<file path="config.mk">
export PLATFORM = sky130hd
export DESIGN_NAME = seg7_decode_rx
export DESIGN_NICKNAME = d
export VERILOG_FILES = /design/src/rtl/seg7_decode_rx.sv
export SDC_FILE = /design/constraint.sdc
export NUM_CORES = 1
export LEC_CHECK = 0
export BUFFER_PORTS_ARGS = -buffer_cell sky130_fd_sc_hd__buf_2
export CORE_MARGIN = 2
export CORE_UTILIZATION = 45
export CTS_CLUSTER_DIAMETER = 80
export DETAILED_ROUTE_END_ITERATION = 10
export PLACE_DENSITY = 0.73
export SETUP_SLACK_MARGIN = 0.1
export SYNTH_ARGS = -nofsm -noshare
export SYNTH_HDL_FRONTEND = slang
export SYNTH_SLANG_ARGS = --single-unit
export TNS_END_PERCENT = 5
</file>
<file path="constraint.sdc">
create_clock -name clk -period 6.77 [get_ports clk]
set_clock_uncertainty 0.15 [all_clocks]
set_input_delay 0.677 -clock clk [delete_from_list [all_inputs] [get_ports clk]]
set_output_delay 0.677 -clock clk [all_outputs]
set_load 0.1 [all_outputs]
</file>
<file path="src/rtl/seg7_decode_rx.sv">
// Two-digit 7-segment receiver: debounces, decodes and hands off BCD digits.
// Optional binary output bin_o enabled by macro SEG7_DECODE_RX_BIN_EN.
module seg7_decode_rx #(
    parameter int STABLE_CYCLES = 4
) (
    input  logic       clk,
    input  logic       rst,
    input  logic [6:0] seg_low_i,
    input  logic [6:0] seg_high_i,
    input  logic       out_ready_i,
    input  logic       err_clr_i,
`ifdef SEG7_DECODE_RX_BIN_EN
    output logic [6:0] bin_o,
`endif
    output logic       out_valid_o,
    output logic [3:0] bcd_low_o,
    output logic [3:0] bcd_high_o,
    output logic       err_o,
    output logic       ovf_o
);

    localparam logic [7:0] CNT_MAX = 8'(STABLE_CYCLES);
    localparam logic [7:0] CNT_ACC = 8'(STABLE_CYCLES - 1);

    // Returns {valid, digit}; patterns are active-low, bit6=g .. bit0=a.
    function automatic logic [4:0] dec(input logic [6:0] p);
        case (p)
            7'b1000000: dec = {1'b1, 4'd0};
            7'b1111001: dec = {1'b1, 4'd1};
            7'b0100100: dec = {1'b1, 4'd2};
            7'b0110000: dec = {1'b1, 4'd3};
            7'b0011001: dec = {1'b1, 4'd4};
            7'b0010010: dec = {1'b1, 4'd5};
            7'b0000010: dec = {1'b1, 4'd6};
            7'b1111000: dec = {1'b1, 4'd7};
            7'b0000000: dec = {1'b1, 4'd8};
            7'b0010000: dec = {1'b1, 4'd9};
            default:    dec = 5'd0;
        endcase
    endfunction

    logic [13:0] sample;
    logic [7:0]  cnt;
    logic [7:0]  last_val;
    logic        have_last;

    logic [13:0] din;
    logic [4:0]  lo_d;
    logic [4:0]  hi_d;
    logic        accept;
    logic        dig_ok;
    logic        is_new;
    logic        load;
    logic        bad;

    assign din    = {seg_high_i, seg_low_i};
    assign lo_d   = dec(sample[6:0]);
    assign hi_d   = dec(sample[13:7]);
    // The counter sits at STABLE_CYCLES-1 for exactly one cycle per stable run.
    assign accept = (cnt == CNT_ACC);
    assign dig_ok = lo_d[4] & hi_d[4];
    assign is_new = !have_last || (last_val != {hi_d[3:0], lo_d[3:0]});
    assign load   = accept & dig_ok & is_new;
    assign bad    = accept & ~dig_ok;

`ifdef SEG7_DECODE_RX_BIN_EN
    logic [6:0] bin_nxt;
    assign bin_nxt = {3'b000, hi_d[3:0]} * 7'd10 + {3'b000, lo_d[3:0]};

    always_ff @(posedge clk or posedge rst) begin
        if (rst)
            bin_o <= 7'd0;
        else if (load)
            bin_o <= bin_nxt;
    end
`endif

    always_ff @(posedge clk or posedge rst) begin
        if (rst) begin
            sample      <= 14'h3FFF;
            cnt         <= 8'd0;
            last_val    <= 8'd0;
            have_last   <= 1'b0;
            out_valid_o <= 1'b0;
            bcd_low_o   <= 4'd0;
            bcd_high_o  <= 4'd0;
            err_o       <= 1'b0;
            ovf_o       <= 1'b0;
        end else begin
            sample <= din;
            if (din != sample)
                cnt <= 8'd0;
            else if (cnt != CNT_MAX)
                cnt <= cnt + 8'd1;

            if (load) begin
                bcd_low_o   <= lo_d[3:0];
                bcd_high_o  <= hi_d[3:0];
                last_val    <= {hi_d[3:0], lo_d[3:0]};
                have_last   <= 1'b1;
                out_valid_o <= 1'b1;
                if (out_valid_o && !out_ready_i)
                    ovf_o <= 1'b1;
            end else if (out_valid_o && out_ready_i) begin
                out_valid_o <= 1'b0;
            end

            if (bad)
                err_o <= 1'b1;
            else if (err_clr_i)
                err_o <= 1'b0;
        end
    end

endmodule

</file>
==> impl_results.md <==
- Status: completed
- CTS H-tree lvls: 2
- Required @ worst endpoint: 6.80 ns
- Clock buffer count from CTS: 5
- N_diodes: 0
- Post-Syn Instances: a little over 200
- Root Driver: clkbuf_8
- Met3 usage: about 3.8%
- Avg Inst Size Synth: around 9.9 um2
- Worst-Margin Slew: 0.6014 ns
- Drt initial violations: between 150 and 200
- Via count: around 1500
- Cell internal pwr: 308.3 uW
- Switching pwr: 102.2 uW
- Std-Cell Rows: 24
- Share of layout cells above drive strength 1: a little over a quarter
- Share of the synthesized area in the top cell type: 25.00%
- CP endpoint kind: flop
- Logic pwr share: 7.5%
- LEAKAGE: roughly 0.0010 uW
- Count of final setup violators: 0
- DR DRC count: 0
- Final Power: 410.5 uW
- Worst skew pair latency: 0.29 ns
- Postcts setup bufs: 0
- Number of port buffers: 28
- Most frequent cell after synthesis: dfrtp_1
- Synth top cells by count: dfrtp_1 (20), xor2_1 (16), nor2_1 (15)
- Crit path DAT: between 2 and 3 ns
- Clk pin slew, worst setup/hold paths: ~0.07 ns
- Switching Fraction: between 20% and 30%
- Max IR drop VDD: ~0.13 mV
- Fraction of registers with async set/reset: 100.0%
- Reg power frac: roughly 54%
- RSZ-0062 raised after global routing: no
- Post-synthesis register bit count: 34
- I/O pin count: 29
- Fill cells: just over 400
- Die area: between 4000 and 5000 um2
- Max-slew violations: 0
- Post-route insts no fill: roughly 280
- Yosys warnings: 0
- Power Density: ~180 nW/um2
- Total Wirelength: around 4000 um
- Placed Instances: 270
- Starting density of the core: 46.30%
- Met1 Usage GRT: roughly 25%
- Sequential element share of the synthesized area: 43.38%
- Syn_nets: between 200 and 250
- Clock Path Buffers: 2
- Die H: around 71 um
- Vias in the first global route: about 1500
- Die width: between 70 and 80 um
- Largest cells by area after synthesis: dfrtp_1 (25%), dfstp_2 (18%), xor2_1 (7.0%)
- Wire per inst: ~15 um
- Number of synthesized flops with an enable pin: 0
- Unique cell type count in the Yosys netlist: 54
- PostCTS Resize Cnt: 0
- Final core utilization: just over 50%
- Fin. Hold Viols: 0
- CTS hold repair buffers: 0
- CP Class: reg -> reg
- Final #Nets: between 200 and 250
- Synthesized area: 2002 um2
- CORE AREA: roughly 4300 um2
- Worst hold slack: 0.3181 ns
- P&R area growth vs syn: 11.00%
- GR peak layer: met2
- Rel. slew slack: roughly 60%
- Hold WC Path Type: in -> async
- Crit share post-route: a little over a third
- Final ANT Viol Nets: 0
- Max Fclk: 0.4050 GHz
- Largest net degree at the start of global routing: 35
- DP HPWL: 2916 um
- Routability Congestion: 0.7987
- Final TNS setup: 0 ns
- Min Tclk post-route: between 2 and 2.5 ns
- Area leader, netlist: dfrtp_1
- GR Util All Layers: 18.48%
- Initial antenna violation count: 0
- Drt first pass iters: 4
- Maximum fanout along the worst path: 14
- Startpoint types: flop
- Vias per Instance: ~5.5
- Remaining Overflow, GRT: 0
- GR Util met2: about 29%
- First-pass GRT wire length: about 7300 um
- Primary FF master, synth: dfrtp_1
- Clock sink count: 34
- Max-Cap Viols: 0
- Clk pwr share: a little under two fifths
- TritonCTS clock tree: done
-- path summary, 6_finish.rpt --
kind / start / to / slack (ns) / depth (start not counted)
worst max-delay path: sample[13] / bcd_low_o[1] / 4.30 / 5
worst min-delay path: rst / cnt[6] / 0.32 / 3
worst max register to register: sample[13] / bcd_low_o[1] / 4.30 / 5
worst min register to register: ovf_o / ovf_o / 0.34 / 1
max in group asynchronous: rst / sample[13] / 5.81 / 3
min in group clk: ovf_o / ovf_o / 0.34 / 1
-- routing by layer --
layer	vias up	routed length, um
met4	0	64
met3	7	168
li1	763	-
met5	-	0
met1	728	1886
met2	29	1962
-- power groups by stage --
stage,clock network (uW),registers (uW),logic [uW]
after global routing,170,224,35.0
after floorplan,0,215,30.4
after CTS,163,222,31.8
after detailed placement,0,226,31.4
final,157,222,30.9
after global placement,0,225,31.1
-- logic make-up (layout without fill, tap and decap cells) --
group | Yosys count | count (layout) | synth area share (%)
flops | 34 | 34 | 43.37
fa+ha+maj | 2 | 2 | 1.250
compound gates | 31 | 31 | 11.31
xor+xnor | 23 | 23 | 10.06
simple gates | 89 | 89 | 26.56
buf+inv | 20 | 43 | 5.312
mux | 4 | 4 | 2.125
-- flip-flops by register name (all words and copies together), names as in the netlist --
name and cells:
err_o 1, out_valid_o 1, have_last 1, last_val 1
bcd_high_o 4, bcd_low_o 3, cnt 8, ovf_o 1
sample 14
-- critical path, stage by stage (launching register included) --
cell	delay, ns
dfstp_2	0.67
xnor2_1	0.10
and4_1	0.22
or2_2	0.33
o221ai_2	0.50
mux2_2	0.40
-- layout by cell type (no fill, tap or decap), types with 7 or more instances in the layout --
master    n
and3_1    7
a21oi_1   7
nand2_1  11
xor2_1   16
dfstp_2  14
dfrtp_1  20
nand3_1  13
nor2_1   15
o21ai_0  10
buf_2    28
xnor2_1   7
-- metrics by stage --
| step | instance area (um2) | worst slack [ns] |
|---|---|---|
| after floorplan | 2002 | 4.463 |
| after global placement | 2131 | 4.363 |
| after detailed placement | 2131 | 4.315 |
| after CTS | 2222 | 4.305 |
| after global routing | 2222 | 4.100 |
| final | 2222 | 4.301 |
-- cell type report --
type / count / area (um2) / share of cell area [%]
Clock buffer: 7 / 86.33 / 3.885
Clock inverter: 1 / 5.005 / 0.2252
Inverter: 6 / 22.52 / 1.014
Multi-Input combinational cell: 149 / 1027 / 46.23
Sequential cell: 34 / 868.3 / 39.08
Tap cell: 52 / 65.06 / 2.928
Timing Repair Buffer: 29 / 147.6 / 6.644
Power figures use the tool's default switching activity.
